--- src/rtl/bin_demux_dispatch.sv ---
// Binary-index dispatcher: a 2-entry FIFO of {idx, data} whose head is decoded
// to a one-hot valid toward the addressed sink. Out-of-range indices are dropped and counted.
module bin_demux_dispatch #(
    parameter int unsigned NUM_SINKS      = 64,
    parameter int unsigned LOG2_NUM_SINKS = 6,
    parameter int unsigned DATA_WIDTH     = 32
) (
    input  logic                      clk,
    input  logic                      rst_n,
    input  logic                      in_valid,
    output logic                      in_ready,
    input  logic [LOG2_NUM_SINKS-1:0] in_idx,
    input  logic [DATA_WIDTH-1:0]     in_data,
    output logic [NUM_SINKS-1:0]      out_valids,
    input  logic [NUM_SINKS-1:0]      out_readys,
    output logic [DATA_WIDTH-1:0]     out_data,
    output logic [LOG2_NUM_SINKS-1:0] out_idx,
    output logic                      err_idx,
    output logic [7:0]                drop_count
);

    typedef enum logic [1:0] {
        OCC_EMPTY = 2'd0,
        OCC_ONE   = 2'd1,
        OCC_FULL  = 2'd2
    } occ_t;

    localparam logic [LOG2_NUM_SINKS:0] IDX_LIMIT = (LOG2_NUM_SINKS + 1)'(NUM_SINKS);

    occ_t                      state_q, state_d;
    logic [LOG2_NUM_SINKS-1:0] head_idx_q, head_idx_d, tail_idx_q, tail_idx_d;
    logic [DATA_WIDTH-1:0]     head_data_q, head_data_d, tail_data_q, tail_data_d;
    logic                      in_ready_q;
    logic                      err_q;
    logic [7:0]                drop_q;

    logic accept, in_range, push, pop, head_valid;

    assign accept     = in_valid & in_ready_q;
    assign in_range   = {1'b0, in_idx} < IDX_LIMIT;
    assign push       = accept & in_range;
    assign head_valid = (state_q != OCC_EMPTY);
    assign pop        = |(out_valids & out_readys);

    always_comb begin
        out_valids = '0;
        for (int unsigned i = 0; i < NUM_SINKS; i++) begin
            out_valids[i] = head_valid && (head_idx_q == i[LOG2_NUM_SINKS-1:0]);
        end
    end

    always_comb begin
        state_d     = state_q;
        head_idx_d  = head_idx_q;
        head_data_d = head_data_q;
        tail_idx_d  = tail_idx_q;
        tail_data_d = tail_data_q;
        case (state_q)
            OCC_EMPTY: begin
                if (push) begin
                    head_idx_d  = in_idx;
                    head_data_d = in_data;
                    state_d     = OCC_ONE;
                end
            end
            OCC_ONE: begin
                // Push with pop replaces the head in place to sustain one transfer per cycle.
                if (push && pop) begin
                    head_idx_d  = in_idx;
                    head_data_d = in_data;
                end else if (push) begin
                    tail_idx_d  = in_idx;
                    tail_data_d = in_data;
                    state_d     = OCC_FULL;
                end else if (pop) begin
                    state_d = OCC_EMPTY;
                end
            end
            OCC_FULL: begin
                if (pop) begin
                    head_idx_d  = tail_idx_q;
                    head_data_d = tail_data_q;
                    state_d     = OCC_ONE;
                end
            end
            default: state_d = OCC_EMPTY;
        endcase
    end

    always_ff @(posedge clk) begin
        if (!rst_n) begin
            state_q     <= OCC_EMPTY;
            head_idx_q  <= '0;
            head_data_q <= '0;
            tail_idx_q  <= '0;
            tail_data_q <= '0;
            in_ready_q  <= 1'b0;
            err_q       <= 1'b0;
            drop_q      <= '0;
        end else begin
            state_q     <= state_d;
            head_idx_q  <= head_idx_d;
            head_data_q <= head_data_d;
            tail_idx_q  <= tail_idx_d;
            tail_data_q <= tail_data_d;
            // Registered from next occupancy so out_readys never reaches in_ready combinationally.
            in_ready_q  <= (state_d != OCC_FULL);
            err_q       <= accept & ~in_range;
            if (accept && !in_range && drop_q != 8'hFF) begin
                drop_q <= drop_q + 8'd1;
            end
        end
    end

    assign in_ready   = in_ready_q;
    assign out_data   = head_data_q;
    assign out_idx    = head_idx_q;
    assign err_idx    = err_q;
    assign drop_count = drop_q;

endmodule

--- config.mk ---
export PLATFORM = sky130hd
export DESIGN_NAME = bin_demux_dispatch
export DESIGN_NICKNAME = d
export VERILOG_FILES = /design/src/rtl/bin_demux_dispatch.sv
export SDC_FILE = /design/constraint.sdc
export NUM_CORES = 1
export LEC_CHECK = 0
export CAP_MARGIN = 10
export CORE_UTILIZATION = 30
export DETAILED_ROUTE_END_ITERATION = 7
export GPL_TIMING_DRIVEN = 0
export PLACE_DENSITY = 0.59
export SETUP_SLACK_MARGIN = 0.05
export SYNTH_ARGS = -nofsm -noshare
export SYNTH_HDL_FRONTEND = slang
export SYNTH_SLANG_ARGS = --single-unit
--- constraint.sdc ---
create_clock -name clk -period 3.9 [get_ports clk]
set_clock_uncertainty 0.2 [all_clocks]
set_input_delay 0.78 -clock clk [delete_from_list [all_inputs] [get_ports clk]]
set_output_delay 0.78 -clock clk [all_outputs]
set_load 0.03 [all_outputs]
==> metrics, run 1 <==
PD cells 602.8 nW/um^2; worst vdd ir 0.5546 mV; Placer Congestion 0.9099; first-pass GRT wire length 27.72 mm; hold_buf cts 0; die width 126.4 um; Core ar. 15150 um^2; dpl cells 930; hold crit path type flop to flop; CP Capture Type output port; synth cell count leaders mux2i_1, dfxtp_1, nor2_1, nor2b_1, o311a_1; max-slew violations 0; port buffer count 206; multi-input logic area 2721 um^2; post-layout util 48.08%; R2R Setup Slk 0.25 ns; Die ar. 15970 um^2; final WL 18.40 mm; ys async rst share 0%; outcome finished, final reports clean; antenna violations before repair 0; Synth area leaders dfxtp_1, mux2i_1, o311a_1; WP data required 2.92 ns; layout filler cell count 1464; count of different cell masters after synthesis 56; GR Overflow Total 0; CP Buf/Inv Count 3; Max Root-Sink Buffers 2; Largest delay share family, worst path buffers and inverters; fin worst setup slack 0.2201 ns; achievable clock frequency 0.2717 GHz; cell count after synthesis 528; nets 859; Diodes inserted 0; Die Height 126.4 um; Rows 45; slowest cell on the critical path clkdlybuf4s50_1; GR Util All Layers 22.49%; top-count cell post-synth mux2i_1; Synth Flop Type dfxtp_1; maximum level of the CTS H-tree 3; fraction of layout cells with a size suffix above 1 8.169%; DP Wirelength 14.09 mm; clk root buf clkbuf_16; Num CTS Buffers 9; DR vias 4886; Placement Setup Slack -0.1559 ns; antenna viol nets, final 0; CTS tree yes; max-cap viol count 0; initial core utilization 30.65%; Max-Slew Margin vs Limit 47.74%; RSZ-0062 raised after global routing false; worst skew pair latency 0.34 ns; period utilization 94.36%; crit path DAT 2.70 ns; # IOs 217; Final setup viols 0; leading area contributor after synthesis dfxtp_1; Reg area 1583 um^2; placed cell area 6969 um^2; drt wl/cell 19.43 um; startpoint type of the worst setup path flop; Min Clock Period, post-route 3.680 ns; vias per cell 5.159; design area 7282 um^2; Worst path max stage delay 0.71 ns; register bit total from synthesis 79; initial drt markers 335; crit path cell chain buf_2 -> buf_2 -> nor2_1 -> nand2_1 -> nor2_1 -> clkdlybuf4s50_1; largest net degree at the start of global routing 14; cell area after synthesis 4642 um^2; Clock Sinks 79; total negative slack 0 ns; Fin. Hold Viols 0; drt first pass iters 5; Residual DRC 0; area grow syn2layout 56.87%; sequential-to-total area share from yosys stat 34.07%; final non-filler cell total 947; Setup CP Type flop to output port; Post-Syn Area per Cell 8.792 um^2; vias in the first global route 4724; EDFF count, synth 0; worst slew pin tran 0.7838 ns; clk slew on worst S/H paths 0.06 ns; Leak 2.875 nW; crit-path max FO 10; area share of the largest cell type after synthesis 34.07%; Yosys warnings 0
==> routing by layer <==
metal	routed length, um	track usage [%]	vias up
met5	0	0	-
met4	297	5.953	0
met3	1496	5.483	17
met2	8697	37.96	242
met1	7905	28.58	2266
li1	-	-	2361
==> repair_timing <==
item	CTS	global route
hold endpoints to repair	0	0
resized for setup	0	6
endpoints found under the setup margin	0	62
buffers inserted	0	1
==> stage by stage <==
step	total power [W]	hold WS, ns
2_1_floorplan	0.002609	0.2819
3_3_place_gp	0.003521	0.2957
3_5_place_dp	0.003533	0.2997
4_1_cts	0.004396	0.3161
5_1_grt	0.004611	0.3276
6_report	0.004389	0.3112
==> state kept, by name, indices dropped and copies added (netlist names) <==
register and count:
in_ready 1, out_data 32, out_idx 6, state_q 2
tail_data_q 32, tail_idx_q 6
==> power by group <==
group          internal, W  switching (W)  total, W
Combinational     0.000946        0.00142   0.00237
Clock             0.000512       0.000337  0.000849
Sequential         0.00102       0.000150   0.00117
Total              0.00248        0.00191   0.00439
==> layout make-up <==
type	instances	area share (%)
timing repair buffer	207	28.42
clock inverter	5	0.7904
buffer	63	4.966
tap	188	3.230
clock buffer	11	3.333
multi-input combinational	391	37.37
sequential	79	21.74
inverter	3	0.1546
==> layout by cell type, fill, tap and decap left out, drive strengths merged, types with 3 or more instances in the layout <==
cell type and instances:
a21oi 3, a31oi 6, a32oi 5, and3 4
buf 36, clkbuf 39, clkdlybuf4s50 206, clkinvlp 3
conb 9, dfxtp 79, inv 3, mux2 5
mux2i 83, nand2 17, nand2b 3, nand3 14
nand4 3, nor2 70, nor2b 44, nor3b 4
nor4 4, o21ai 41, o311a 38
==> path summary, 6_finish.rpt <==
kind	startpoint	to	depth (start not counted)
max	out_idx[0]	out_valids[24]	6
min reg2reg	out_data[7]	out_data[7]	1
max reg2reg	out_idx[0]	tail_data_q[15]	12
min	out_data[7]	out_data[7]	1
==> logic make-up after synthesis <==
logic type | share of synthesized area [%]
AND/OR/NAND/NOR | 20.30
buffers and inverters | 7.952
other | 0.08078
flip-flops | 34.07
multiplexers | 19.11
AO/OA/AOI/OAI | 18.49
(Power assumes the default switching activity.)
==> run 2, diff against run 1 <==
CELL_PAD_IN_SITES_DETAIL_PLACEMENT = 2   (was default)
CELL_PAD_IN_SITES_GLOBAL_PLACEMENT = 2   (was default)
CORE_UTILIZATION = 23   (was 30)
PLACE_DENSITY = 0.78   (was 0.59)
==> metrics, run 2 (synthesis gave the netlist of run 1 again) <==
combinational share of power 53.8% (was 54.0%); DR vias 5020 (was 4886); Clk pwr share 19.9% (was 19.3%); Fin. Hold Viols 0 (unchanged); Int Pwr 0.002471 W (was 0.002480 W); R2R Setup Slk 0.29 ns (was 0.25 ns); DP Wirelength 17.80 mm (was 14.09 mm); port buffer count 206 (unchanged); Largest delay share family, worst path compound AO/OA/AOI/OAI gates (was buffers and inverters); hold crit path type flop to flop (unchanged); initial core utilization 23.62% (was 30.65%); initial drt markers 125 (was 335); Placer Congestion 0.8915 (was 0.9099); Worst path max stage delay 0.51 ns (was 0.71 ns); maximum level of the CTS H-tree 3 (unchanged); worst slew pin tran 0.8219 ns (was 0.7838 ns); clk root buf clkbuf_16 (unchanged); # Post-CTS Setup Buffers 0 (unchanged); achievable clock frequency 0.2672 GHz (was 0.2717 GHz); Setup CP Type input port to flop (was flop to output port); sw frac 45.01% (was 43.51%); drt wl/cell 21.75 um (was 19.43 um); Worst Hold End out_data[3] (was out_data[7]); first-pass GRT wire length 33.27 mm (was 27.72 mm); # IOs 217 (unchanged); outcome finished, final reports clean (unchanged); RSZ-0062 raised after global routing false (unchanged); period utilization 95.97% (was 94.36%); drt first pass iters 4 (was 5); clk slew on worst S/H paths 0.07 ns (was 0.06 ns); Max Root-Sink Buffers 2 (unchanged); Max-Slew Margin vs Limit 45.21% (was 47.74%); final WL 22.27 mm (was 18.40 mm); design area 7393 um^2 (was 7282 um^2); PD cells 607.8 nW/um^2 (was 602.8 nW/um^2); CP Buf/Inv Count 2 (was 3); Leak 2.900 nW (was 2.875 nW); dpl cells 1007 (was 930); max-slew violations 0 (unchanged); vias in the first global route 5636 (was 4724); Placement Setup Slack -0.1684 ns (was -0.1559 ns); Worst Reg-to-Reg Cells 12 (unchanged); antenna violations before repair 1 (was 0); Die Height 144.1 um (was 126.4 um); worst skew pair latency 0.35 ns (was 0.34 ns); Clock Sinks 79 (unchanged); max-cap viol count 0 (unchanged); Die ar. 20750 um^2 (was 15970 um^2); nets 858 (was 859); Reg power frac 26.3% (was 26.7%); post-layout util 37.62% (was 48.08%); total negative slack 0 ns (unchanged); Final setup viols 0 (unchanged); vias per cell 4.902 (was 5.159); commonest non-fill, non-tap cell in the layout clkdlybuf4s50_1 (unchanged); Residual DRC 0 (unchanged); CTS tree yes (unchanged); Rows 51 (was 45); antenna viol nets, final 0 (unchanged); crit-path max FO 10 (unchanged); largest net degree at the start of global routing 17 (was 14); switching power 0.002022 W (was 0.001910 W); Core ar. 19650 um^2 (was 15150 um^2); GR Util All Layers 21.37% (was 22.49%); crit path cell chain clkdlybuf4s50_1 -> mux2_1 -> and3_1 -> a221oi_1 -> a31oi_1 -> a2111o_1 -> o31a_1 -> clkbuf_1 -> o21ai_0 -> o311a_1 (was buf_2 -> buf_2 -> nor2_1 -> nand2_1 -> nor2_1 -> clkdlybuf4s50_1); area grow syn2layout 59.27% (was 56.87%); slowest cell on the critical path a2111o_1 (was clkdlybuf4s50_1); die width 144.1 um (was 126.4 um); fraction of layout cells with a size suffix above 1 8.179% (was 8.169%); most frequent cells in the layout clkdlybuf4s50_1, mux2i_1, dfxtp_1 (unchanged); Reg2Reg Capture Point out_data[12] (was tail_data_q[15]); CP Capture Type flop (was output port); Hold Path Depth 1 (unchanged); RR Startpoint out_idx[1] (was out_idx[0]); hold path start out_data[3] (was out_data[7]); final non-filler cell total 1024 (was 947); Min Clock Period, post-route 3.743 ns (was 3.680 ns); crit path DAT 3.83 ns (was 2.70 ns); Setup crit start out_readys[53] (was out_idx[0]); Num CTS Buffers 9 (unchanged); fin worst setup slack 0.1571 ns (was 0.2201 ns); placed cell area 7066 um^2 (was 6969 um^2); startpoint type of the worst setup path input port (was flop); worst vdd ir 0.4383 mV (was 0.5546 mV); WP data required 3.99 ns (was 2.92 ns); GR Overflow Total 0 (unchanged)
run 2: cell type report:
class	instances	area (um^2)
diodes	1	2.502
plain buffers	63	359.1
clock buffers	9	225.2
clock inverters	7	85.08
fillers	2243	12260
inverters	3	11.26
multi-input cells	391	2733
flip-flops and latches	79	1582
well taps	265	331.6
repair buffers	206	2064
run 2: timing repair:
item | in CTS | in global routing
setup endpoints to repair | 0 | 46
hold buffers | 0 | 0
resized for setup | 0 | 6
run 2: power groups by stage:
stage               Combinational (W)  Sequential, W  Clock (W)
floorplan                     0.00112        0.00149          0
global placement              0.00234        0.00119          0
detailed placement            0.00240        0.00120          0
CTS                           0.00242        0.00119   0.000910
global route                  0.00258        0.00121   0.000944
finish                        0.00242        0.00118   0.000894
run 2: routing by layer:
layer / global-route usage, % / up-vias / share of wire (%)
li1: - / 2353 / -
met1: 23.20 / 2451 / 39
met2: 39.69 / 190 / 50
met3: 6.358 / 26 / 8.5
met4: 6.103 / 0 / 2.0
met5: 0 / - / 0
run 2: how the worst max path moves through the flow:
stage / slack [ns] / cells past startpoint / to
6_report: 0.16 / 10 / out_data[5]
5_1_grt: 0.05 / 11 / out_data[12]
4_1_cts: 0.06 / 7 / out_valids[43]
3_5_place_dp: -0.17 / 10 / out_data[5]
3_3_place_gp: -0.10 / 10 / out_data[2]
2_1_floorplan: 0.64 / 10 / out_data[10]
run 2: metrics by stage:
step / power (W) / hold WS, ns
after detailed placement: 0.003600 / 0.3055
after CTS: 0.004517 / 0.3210
after global placement: 0.003526 / 0.2952
after floorplan: 0.002609 / 0.2819
after global routing: 0.004728 / 0.3427
final: 0.004494 / 0.3163
run 2: worst register-to-register path, stage by stage, from the launching register on:
cell,delay (ns)
dfxtp_1,0.32
buf_2,0.19
buf_2,0.25
buf_2,0.30
nor3b_1,0.08
o21ai_0,0.16
a31oi_1,0.13
nor4_2,0.44
nand4_1,0.29
o21a_1,0.31
buf_2,0.21
clkbuf_1,0.25
o311a_1,0.36
==> run 3, diff against run 2 <==
clock period = 3.5 ns   (was 3.9 ns; I/O delays follow)
==> metrics, run 3 (synthesis gave the netlist of run 1 again) <==
outcome finished, final reports clean (unchanged); achievable clock frequency 0.2951 GHz; most frequent cells in the layout clkdlybuf4s50_1, mux2i_1, dfxtp_1 (unchanged); clk slew on worst S/H paths 0.07 ns (about the same); nets 866 (was 858); worst skew pair latency 0.35 ns (about the same); GR Overflow Total 0 (unchanged); fraction of layout cells with a size suffix above 1 12.27% (was 8.179%); max-cap viol count 0 (unchanged); Max-Slew Margin vs Limit 45.17% (was 45.21%); antenna violations before repair 1 (unchanged); CP Capture Type output port (was flop); met2 usage 39.99% (was 39.69%); Clock Sinks 79 (unchanged); WP data required 2.60 ns (was 3.99 ns); startpoint type of the worst setup path flop (was input port); drt first pass iters 4 (unchanged); Num CTS Buffers 9 (unchanged); CTS tree yes (unchanged); total negative slack 0 ns (unchanged); Rows 51 (unchanged); final WL 22.66 mm (was 22.27 mm); max-slew violations 0 (unchanged); worst slew pin tran 0.8224 ns (was 0.8219 ns); layout filler cell count 2228 (was 2243); vias per cell 4.917 (was 4.902); Global Route met1 Usage 23.18% (was 23.20%); busiest grt layer met2 (unchanged); antenna viol nets, final 0 (unchanged); clk root buf clkbuf_16 (unchanged); area grow syn2layout 63.61% (was 59.27%); worst vdd ir 0.4943 mV (was 0.4383 mV); vias in the first global route 5650 (was 5636); Min Clock Period, post-route 3.388 ns; Die ar. 20750 um^2 (unchanged); GR Layer Usage met3 6.391% (was 6.358%); crit path DAT 2.49 ns (was 3.83 ns); initial drt markers 97 (was 125); RSZ-0062 raised after global routing false (unchanged); # IOs 217 (unchanged); Fin. Hold Viols 0 (unchanged); Residual DRC 0 (unchanged); DR vias 5074 (was 5020); Final setup viols 0 (unchanged); Leak 3.164 nW (was 2.900 nW); final non-filler cell total 1032 (was 1024); Max Root-Sink Buffers 2 (unchanged); commonest non-fill, non-tap cell in the layout clkdlybuf4s50_1 (unchanged); hold crit path type flop to flop (unchanged); multi-input logic area 2806 um^2 (was 2733 um^2); Placement Setup Slack -0.4884 ns (was -0.1684 ns); crit-path max FO 10 (unchanged); Core ar. 19650 um^2 (unchanged); die width 144.1 um (unchanged); Setup CP Type flop to output port (was input port to flop); drt wl/cell 21.96 um (was 21.75 um); period utilization 96.81%; fin worst setup slack 0.1117 ns (was 0.1571 ns); largest net degree at the start of global routing 17 (unchanged); Reg area 1584 um^2 (was 1582 um^2); DP Wirelength 17.80 mm (unchanged); Power, Total 0.005191 W (was 0.004494 W); port buffer count 206 (unchanged); PD cells 683.5 nW/um^2 (was 607.8 nW/um^2); Placer Congestion 0.8915 (unchanged); dpl cells 1007 (unchanged); first-pass GRT wire length 33.36 mm (was 33.27 mm); Die Height 144.1 um (unchanged); initial core utilization 23.62% (unchanged); GR Util All Layers 21.42% (was 21.37%); maximum level of the CTS H-tree 3 (unchanged)
-- run 3: changes by cell type in the layout (fill, tap and decap cells not counted), sizes merged --
cell | before | now
dlygate4sd2 | 0 | 15
dlymetal6s2s | 1 | 6
buf | 36 | 46
clkbuf | 36 | 34
clkdlybuf4s50 | 205 | 185
-- run 3: worst paths after layout --
kind                      start            end  slack (ns)  cells after the start
hold reg to reg   tail_idx_q[2]  tail_idx_q[2]        0.32                      2
setup / recovery     out_idx[3]  out_valids[9]        0.11                      5
setup reg to reg     out_idx[2]     out_idx[1]        0.17                     12
hold / removal    tail_idx_q[2]  tail_idx_q[2]        0.32                      2
-- run 3: layout make-up --
| class | count | area share [%] |
|---|---|---|
| Multi-Input combinational cell | 391 | 36.95 |
| Buffer | 62 | 5.338 |
| Sequential cell | 79 | 20.86 |
| Tap cell | 265 | 4.366 |
| Timing Repair Buffer | 215 | 28.22 |
| Clock buffer | 9 | 2.965 |
| Antenna cell | 1 | 0.03295 |
| Inverter | 3 | 0.1483 |
| Clock inverter | 7 | 1.120 |
-- run 3: stage by stage --
stage	utilization (%)	hold slack (ns)	instance area (um^2)
2_1_floorplan	-	0.2819	4672
3_3_place_gp	35.95	0.2952	7066
3_5_place_dp	35.95	0.3055	7066
4_1_cts	37.69	0.3210	7408
5_1_grt	38.63	0.3427	7592
6_report	38.64	0.3171	7595
-- run 3: where the power goes --
group | internal (W) | leakage (nW) | total, W | switching (W)
sequential | 0.00114 | 0.646 | 0.00133 | 0.000190
combinational | 0.00116 | 2.36 | 0.00286 | 0.00170
clock | 0.000570 | 0.153 | 0.00100 | 0.000434
total | 0.00287 | 3.16 | 0.00519 | 0.00232
-- run 3: layer usage --
metal	share of wire [%]	routed length [um]
met3	8.1	1835
met4	1.8	419
met5	0	0
met2	51	11500
met1	39	8910
-- run 3: critical path: stages, from the launching register on --
cell             delay [ns]
dfxtp_1                0.40
buf_2                  0.26
nor2b_2                0.31
nand2_1                0.18
nor2_1                 0.22
clkdlybuf4s50_1        0.77
-- run 3: timing repair --
item | in CTS | in global routing
pin swaps | 3 | 14
hold buffers | 0 | 0
buffers inserted | 1 | 7
endpoints found under the setup margin | 120 | 97
gates resized for setup | 32 | 49
gates cloned | 0 | 1
